<file path="config.mk">
export PLATFORM = sky130hd
export DESIGN_NAME = sram_ctrl
export DESIGN_NICKNAME = d
export VERILOG_FILES = /design/src/rtl/sram_pkg.sv /design/src/rtl/sram_row_decoder.sv /design/src/rtl/sram_ctrl.sv
export SDC_FILE = /design/constraint.sdc
export NUM_CORES = 1
export LEC_CHECK = 0
export CAP_MARGIN = 20
export CORE_UTILIZATION = 40
export DETAILED_ROUTE_END_ITERATION = 8
export PLACE_DENSITY = 0.72
export SLEW_MARGIN = 20
export SYNTH_ARGS = -nofsm -noshare
export SYNTH_HDL_FRONTEND = slang
export SYNTH_SLANG_ARGS = --single-unit
</file>
<file path="constraint.sdc">
create_clock -name clk -period 1.3 [get_ports clk]
set_input_delay 0.13 -clock clk [delete_from_list [all_inputs] [get_ports clk]]
set_output_delay 0.13 -clock clk [all_outputs]
set_load 0.05 [all_outputs]
</file>
<file path="src/rtl/sram_pkg.sv">
// Shared types, default geometry and parity helper for the SRAM array controller.
package sram_pkg;

  localparam int unsigned ADDR_W_DEF = 4;
  localparam int unsigned DATA_W_DEF = 8;
  localparam int unsigned PAR_MAX_W  = 64;

  typedef enum logic [2:0] {
    StIdle,
    StWrite,
    StRead,
    StSense,
    StResp
  } sram_state_e;

  // Even parity; zero-extending a narrower word leaves the XOR unchanged.
  function automatic logic even_parity(input logic [PAR_MAX_W-1:0] d);
    return ^d;
  endfunction

endpackage

</file>
<file path="src/rtl/sram_row_decoder.sv">
// Combinational row decoder: address to one-hot wordline, all-zero when disabled.
module sram_row_decoder
  import sram_pkg::*;
#(
  parameter int unsigned  ADDR_W = ADDR_W_DEF,
  localparam int unsigned ROWS   = 2 ** ADDR_W
) (
  input  logic              en_i,
  input  logic [ADDR_W-1:0] addr_i,
  output logic [ROWS-1:0]   wl_o
);

  always_comb begin
    wl_o = '0;
    if (en_i) wl_o[addr_i] = 1'b1;
  end

endmodule

</file>
<file path="src/rtl/sram_ctrl.sv">
// Single-port SRAM array controller: request/response handshakes, registered array drive.
// Optional even-parity column enabled by defining SRAM_CTRL_PARITY_EN.
module sram_ctrl
  import sram_pkg::*;
#(
  parameter int unsigned  ADDR_W = ADDR_W_DEF,
  parameter int unsigned  DATA_W = DATA_W_DEF,
  localparam int unsigned ROWS   = 2 ** ADDR_W,
`ifdef SRAM_CTRL_PARITY_EN
  localparam int unsigned BL_W   = DATA_W + 1
`else
  localparam int unsigned BL_W   = DATA_W
`endif
) (
  input  logic              clk,
  input  logic              rst_n,
  input  logic              req_valid,
  output logic              req_ready,
  input  logic              req_we,
  input  logic [ADDR_W-1:0] req_addr,
  input  logic [DATA_W-1:0] req_wdata,
  output logic              rsp_valid,
  input  logic              rsp_ready,
`ifdef SRAM_CTRL_PARITY_EN
  output logic              rsp_perr,
`endif
  output logic [DATA_W-1:0] rsp_rdata,
  output logic [ROWS-1:0]   wl,
  output logic [BL_W-1:0]   bl,
  output logic [BL_W-1:0]   blb,
  output logic              read_enable,
  output logic              write_enable,
  input  logic [BL_W-1:0]   bl_sense
);

  sram_state_e       state_q, state_d;
  logic [ADDR_W-1:0] addr_q, addr_d;
  logic [DATA_W-1:0] wdata_q, wdata_d;
  logic              accept;

  logic              dec_en;
  logic [ROWS-1:0]   wl_d, wl_q;
  logic [BL_W-1:0]   bl_d, bl_q, blb_d, blb_q;
  logic              re_d, re_q, we_d, we_q;
  logic              ready_d, ready_q, rsp_valid_d, rsp_valid_q;
  logic [DATA_W-1:0] rdata_q;

  assign accept  = (state_q == StIdle) && req_valid && ready_q;
  assign addr_d  = accept ? req_addr : addr_q;
  assign wdata_d = accept ? req_wdata : wdata_q;

  always_ff @(posedge clk or negedge rst_n) begin
    if (!rst_n) state_q <= StIdle;
    else        state_q <= state_d;
  end

  always_comb begin
    state_d = state_q;
    unique case (state_q)
      StIdle:  if (accept) state_d = req_we ? StWrite : StRead;
      StWrite: state_d = StIdle;
      StRead:  state_d = StSense;
      StSense: state_d = StResp;
      StResp:  if (rsp_ready) state_d = StIdle;
      default: state_d = StIdle;
    endcase
  end

  // Outputs are decoded from the next state so every array-side net leaves a flop.
  always_comb begin
    dec_en      = (state_d == StWrite) || (state_d == StRead) || (state_d == StSense);
    we_d        = (state_d == StWrite);
    re_d        = (state_d == StRead) || (state_d == StSense);
    ready_d     = (state_d == StIdle);
    rsp_valid_d = (state_d == StResp);
    bl_d        = '0;
    blb_d       = '0;
    if (we_d) begin
`ifdef SRAM_CTRL_PARITY_EN
      bl_d = {even_parity(PAR_MAX_W'(wdata_d)), wdata_d};
`else
      bl_d = wdata_d;
`endif
      blb_d = ~bl_d;
    end
  end

  sram_row_decoder #(
    .ADDR_W (ADDR_W)
  ) u_row_decoder (
    .en_i   (dec_en),
    .addr_i (addr_d),
    .wl_o   (wl_d)
  );

`ifdef SRAM_CTRL_PARITY_EN
  logic perr_q;
  assign rsp_perr = perr_q;
`endif

  always_ff @(posedge clk or negedge rst_n) begin
    if (!rst_n) begin
      addr_q      <= '0;
      wdata_q     <= '0;
      wl_q        <= '0;
      bl_q        <= '0;
      blb_q       <= '0;
      re_q        <= 1'b0;
      we_q        <= 1'b0;
      ready_q     <= 1'b0;
      rsp_valid_q <= 1'b0;
      rdata_q     <= '0;
`ifdef SRAM_CTRL_PARITY_EN
      perr_q      <= 1'b0;
`endif
    end else begin
      addr_q      <= addr_d;
      wdata_q     <= wdata_d;
      wl_q        <= wl_d;
      bl_q        <= bl_d;
      blb_q       <= blb_d;
      re_q        <= re_d;
      we_q        <= we_d;
      ready_q     <= ready_d;
      rsp_valid_q <= rsp_valid_d;
      if (state_q == StSense) begin
        rdata_q <= bl_sense[DATA_W-1:0];
`ifdef SRAM_CTRL_PARITY_EN
        perr_q  <= even_parity(PAR_MAX_W'(bl_sense));
`endif
      end
    end
  end

  assign req_ready    = ready_q;
  assign rsp_valid    = rsp_valid_q;
  assign rsp_rdata    = rdata_q;
  assign wl           = wl_q;
  assign bl           = bl_q;
  assign blb          = blb_q;
  assign read_enable  = re_q;
  assign write_enable = we_q;

endmodule

</file>
Word-level counts from Yosys, hierarchy flattened
Index checks and enable logic that the tools add are counted.

cells by class
  reductions and logical operators = 8
  muxes and demuxes = 11
  bitwise logic cells = 1
  eq/ne operators = 7
  magnitude comparators = 2

operators with widths
  kind                                                  number
  2-to-1 mux 8 bit                                      3
  2-to-1 mux 16 bit                                     1
  equality test 3 x 2 -> 1 bit (second input constant)  4
  one-hot mux 3 bit (4 select lines)                    1
  NOT 8 bit                                             1
  equality test 3 bit (second input constant)           2
  logical NOT 3 bit                                     2
  2-to-1 mux 3 bit                                      2
  < comparator 4 x 5 -> 1 bit (second input constant)   1
  demux 1 bit (select 4 bit)                            1
  >= comparator 4 x 1 -> 1 bit (second input constant)  1
  2-to-1 mux 4 bit                                      1
  equality test 3 x 1 -> 1 bit (second input constant)  1
  logical AND 1 bit                                     3
  logical OR 1 bit                                      3
  2-to-1 mux 2 bit                                      1
  2-to-1 mux 1 bit                                      1

storage, ports and cells
  input bits = 25
  flip-flop bits (word level) = 59
  word-level logic and storage cells = 40

Longest topological paths before layout
  word-level depth = 9
  gate-level depth with buffers = 5

Modules after synthesis
A second synthesis with hierarchy kept.

second synthesis, totals
  cells, all modules = 120
  area, all modules = 1749.2 sq um

modules (own cells, without submodules)
  module            instances  area an instance (sq um)  cells an instance
  sram_ctrl         1          1631.6                    97
  sram_row_decoder  1          117.6                     23

Worst setup path after synthesis
No wires, ideal clock.

  path type = register to register
  start point = reg ready_q, in the netlist req_ready
  end point = reg wl_q[0], in the netlist wl[0]
  setup slack = -0.380 ns
  path buffers = 0
  setup time = 0.094 ns
  cell stages (with the launch flop) = 4
  arrival time = 1.586 ns
  clock period less this slack = 1.680 ns
  cell sequence = dfrtp_1 nand3b_4 or4_4 a211oi_1

between the ends
  word-level cells in the longest chain between the ends = 7

RTL lines
  what                                                                               RTL line                                 source
  from (decl)                                                                        sram_ctrl.sv:45                          logic ready_d, ready_q, rsp_valid_d, rsp_valid_q;
  from (signal assigned)                                                             sram_ctrl.sv:124                         ready_q <= ready_d;
  logical AND 1 bit (*)                                                              sram_ctrl.sv:48                          assign accept = (state_q == StIdle) && req_valid && ready_q;
  2-to-1 mux 4 bit / 2-to-1 mux 3 bit (equally long branches)                        sram_ctrl.sv:49, sram_ctrl.sv:60
  < comparator 4 x 5 -> 1 bit (implied by the code) (tied with other cells)          sram_row_decoder.sv:15                   if (en_i) wl_o[addr_i] = 1'b1;
  logical AND 1 bit (implied by the code) (tied with other cells)                    sram_row_decoder.sv:15
  2-to-1 mux 1 bit (implied by the code) / logical OR 1 bit (equally long branches)  sram_row_decoder.sv:15, sram_ctrl.sv:71
  demux 1 bit (select 4 bit) / logical OR 1 bit (equally long branches)              --
  2-to-1 mux 16 bit (*)                                                              sram_row_decoder.sv:15
  net u_row_decoder.wl_o[0]                                                          sram_row_decoder.sv:10                   output logic [ROWS-1:0] wl_o
  to (signal assigned)                                                               sram_ctrl.sv:119                         wl_q <= wl_d;
  to (decl)                                                                          sram_ctrl.sv:42                          logic [ROWS-1:0] wl_d, wl_q;

Mark *: on every way through the listed nets, which the timed path passes. The rest lies on a longest branch.
A chain may end at the register's enable or synchronous reset.

Final worst setup path
  start point = reg state_q[1]
  end point = reg wl_q[2], in the netlist wl[2]

between the ends
  word-level cells in the longest chain between the ends = 9

RTL lines
  what                                                                               RTL line                                 source
  from (decl)                                                                        sram_ctrl.sv:36                          sram_state_e state_q, state_d;
  from (signal assigned)                                                             sram_ctrl.sv:53                          if (!rst_n) state_q <= StIdle;
  from (signal assigned)                                                             sram_ctrl.sv:54                          else state_q <= state_d;
  logical NOT 3 bit                                                                  sram_ctrl.sv:48, sram_ctrl.sv:59
  logical AND 1 bit (2 in series)                                                    sram_ctrl.sv:48
  2-to-1 mux 4 bit / 2-to-1 mux 3 bit (equally long branches)                        sram_ctrl.sv:49, sram_ctrl.sv:60
  < comparator 4 x 5 -> 1 bit (implied by the code) (tied with other cells)          sram_row_decoder.sv:15
  logical AND 1 bit (implied by the code) (tied with other cells)                    sram_row_decoder.sv:15
  2-to-1 mux 1 bit (implied by the code) / logical OR 1 bit (equally long branches)  sram_row_decoder.sv:15, sram_ctrl.sv:71
  demux 1 bit (select 4 bit) / logical OR 1 bit (equally long branches)              --
  2-to-1 mux 16 bit (*)                                                              sram_row_decoder.sv:15
  net u_row_decoder.wl_o[2]                                                          sram_row_decoder.sv:10

Marks and branches as above.

==> results.toml <==
[outcome]
outcome = "finished, violations left"
failed_checks = "DRC, setup timing"

[die]
initial_core_util_pct = 41.75
coreArea_um2 = 4723
num_io_pins = 69
num_rows = 25
dieWidth_um = 72.21
dieArea_um2 = 5214
die_height_um = 72.21

[power_and_ir_drop]
p_comb_share_pct = 57.6
seq_power_share_pct = 30.0
switching_share_pct = 40.40
finalPower_uw = 7877
power_switching_uw = 3182
p_leak_uw = 0.001678
p_int_uw = 4694
irDropWorstVdd_mv = 1.677
power.share.clock_pct = 12.5
p_per_area_nw_per_um2 = 2080

[layout]
fin_nets = 284
final_cell_area_um2 = 3786
layout-drive-gt1-share_pct = 54.62
nFillCells = 235
synthToLayoutAreaGrowth_pct = 92.01
register_area_um2 = 1279
multi_input_area_um2 = 830.8
postLayoutCoreUtil_pct = 80.16
diodes = 0

[global_routing]
grt_pass1_vias = 1631
grt_usage_pct = 22.48
grt_pass1_wl_um = 8597
grt_max_degree = 30
overflow = 0
antenna_found_initial = 0

[clock_tree]
h-tree-depth = 2
root_buffer = "clkbuf_8"
clk_pin_slew_ns = 0.10
cts_tree = "done"
cts_sinks = 51
clockBufferDepth = 2
clock_latency_ns = 0.31
cts_buffers = 5

[sta]
finalSetupViolCount = 41
tightest_slew_ns = 0.4993
period_needed_ns = 1.482
fmax_ghz = 0.6748
fin_skew_ns = 0.01308
slew-limit-headroom_pct = 66.72
hold_viol_final = 0
drv_slew = 0
layout_setup_ws_ns = -0.1820
rsz0062_at_grt = "true"
fin_crit_sh_pct = 114.0

[setup_path]
r2r_cells = 3
r2r_slack_ns = -0.18
max_stage_delay_ns = 0.54
crit_path_start_kind = "flip-flop"
rr_startpoint = "state_q[1]$_DFF_PN0_"
endpoint = "wl[2]$_DFF_PN0_"
startpoint = "state_q[1]$_DFF_PN0_"
worstSetupEndpointType = "flip-flop"
critical_path_required_ns = 1.52
reg2reg_to = "wl[2]$_DFF_PN0_"
crit_chain = "nand3b_4 -> or4_4 -> a211oi_2"
critPathMaxFanout = 6
cp.arrival_ns = 1.70
critPathKind = "reg -> reg"
slowest_stage = "or4_4"

[place]
hpwl_um = 3853
gp_congestion = 0.8612
port_buffers = 68
placed_area_um2 = 3442

[logic_synthesis]
seq_area_frac_synth_pct = 64.72
synth.distinct_cells = 34
syn_avg_cell_area_um2 = 13.23
synthesis.area_um2 = 1972
syn-num-nets = 174
ys_async_sr_fraction_pct = 100.0
netlist_instances = 149
yosys_warnings = 0
synth-main-ff-cell = "dfrtp_1"
ys_ff_latch = 51
synth-edff-count = 0

[route]
firstDrtPassIters = 8
drt-total-wl_um = 6448
ant_nets = 0
vias = 1700
drc_errors = 2
via_per_inst = 5.199
wire_per_inst_um = 19.72
drt_iter0_markers = 95

[min_path]
min_path_type = "in -> async"

[flow_run]
drv_cap = 0
-- final cells by class --
cell class / instances / area share, %
repair inverters: 1 / 0.1652
well taps: 67 / 2.214
flip-flops and latches: 51 / 33.77
clock buffers: 7 / 2.280
clock inverters: 1 / 0.2313
repair buffers: 109 / 39.16
inverters: 1 / 0.2313
multi-input cells: 90 / 21.94
-- timing repair --
action                                 in CTS  in global routing
pin swaps                                   9                  4
buffers inserted                            3                  3
hold buffers                                1                  0
setup endpoints to repair                  22                 45
gates resized for setup                    22                 35
endpoints found under the hold margin      18                  0
cloned                                      1                  1
-- power groups by stage --
stage	clock network (uW)	registers, uW	logic [uW]
floorplan	0	3190	1030
global placement	0	2340	3880
detailed placement	0	2370	3940
CTS	966	2340	4230
global route	1060	2410	4700
finish	981	2360	4540
-- critical path, delay by kind of cell (launching register included) --
family           cells  cell delay (ns)
AO/OA/AOI/OAI        1             0.21
AND/OR/NAND/NOR      2             0.73
flip-flops           1             0.45
-- flip-flops by register name, indices dropped and copies added (netlist names) --
| register | cells |
|---|---|
| wl | 16 |
| req_ready | 1 |
| rsp_valid | 1 |
| read_enable | 1 |
| state_q | 3 |
| blb | 8 |
| rsp_rdata | 8 |
| write_enable | 1 |
| addr_q | 4 |
| bl | 8 |
-- metal layers --
| layer | track usage, % | share of wire [%] | routed length, um | vias to the layer above |
|---|---|---|---|---|
| met1 | 28.19 | 39 | 2524 | 852 |
| met3 | 5.278 | 5.5 | 357 | 14 |
| li1 | - | - | - | 753 |
| met5 | 0 | 0 | 0 | - |
| met2 | 37.90 | 53 | 3440 | 81 |
| met4 | 8.497 | 2.0 | 126 | 0 |
-- synthesized netlist by cell type (2+ instances only) --
master / n / area share, %
nor2_1: 13 / 2.5
nand4b_1: 5 / 2.2
buf_2: 2 / 0.51
and2_1: 8 / 2.5
nand4_1: 2 / 0.63
o21a_1: 2 / 0.76
nand2_1: 4 / 0.76
a211oi_1: 10 / 3.8
o211ai_1: 2 / 0.76
o21ai_0: 5 / 1.3
a22oi_1: 6 / 2.3
clkbuf_1: 4 / 0.76
nor2b_1: 4 / 1.3
dfrtp_1: 51 / 65
mux2_2: 12 / 6.9
-- cells in the final DEF (no fill, tap or decap), types with 2 or more instances in the layout --
cell type and count:
o211ai_1 2, buf_12 46, nand4_1 2, mux2_4 7
nor2_1 4, nor2b_1 4, buf_2 2, dfrtp_2 2
nand4b_1 5, o21a_1 2, clkbuf_8 6, nor2_4 8
and2_4 6, nand2_1 3, buf_4 29, dfrtp_1 49
clkinv_4 2, a211oi_1 2, a211oi_2 8, buf_6 7
o21ai_1 3, clkdlybuf4s50_1 23, a22oi_1 5, mux2_2 5
and2_1 2
-- worst min-delay path by stage --
stage          start             endpoint  slack [ns]  cells past startpoint
2_1_floorplan  rst_n  addr_q[0]$_DFF_PN0_       -0.17                      0
3_3_place_gp   rst_n      bl[6]$_DFF_PN0_        0.10                      1
3_5_place_dp   rst_n     blb[6]$_DFF_PN0_        0.11                      1
4_1_cts        rst_n     blb[6]$_DFF_PN0_        0.32                      2
5_1_grt        rst_n     blb[6]$_DFF_PN0_        0.34                      2
6_report       rst_n      bl[6]$_DFF_PN0_        0.31                      2
-- per-stage QoR --
step	cells	hold WS (ns)	setup slack (ns)	TNS, ns
floorplan	149	-0.1656	-0.1824	-1.254
global placement	310	0.1033	-0.3455	-7.142
detailed placement	310	0.1122	-0.3904	-8.256
CTS	323	0.3234	-0.1388	-1.077
global route	327	0.3365	-0.2083	-4.080
finish	327	0.3110	-0.1820	-2.656
-- cell families after synthesis --
kind of cell | Yosys count | synth area share [%]
flip-flops | 51 | 64.72
AND/OR/NAND/NOR | 48 | 15.61
AO/OA/AOI/OAI | 29 | 10.47
multiplexers | 13 | 7.360
buffers and inverters | 8 | 1.840
Power figures use the tool's default switching activity.
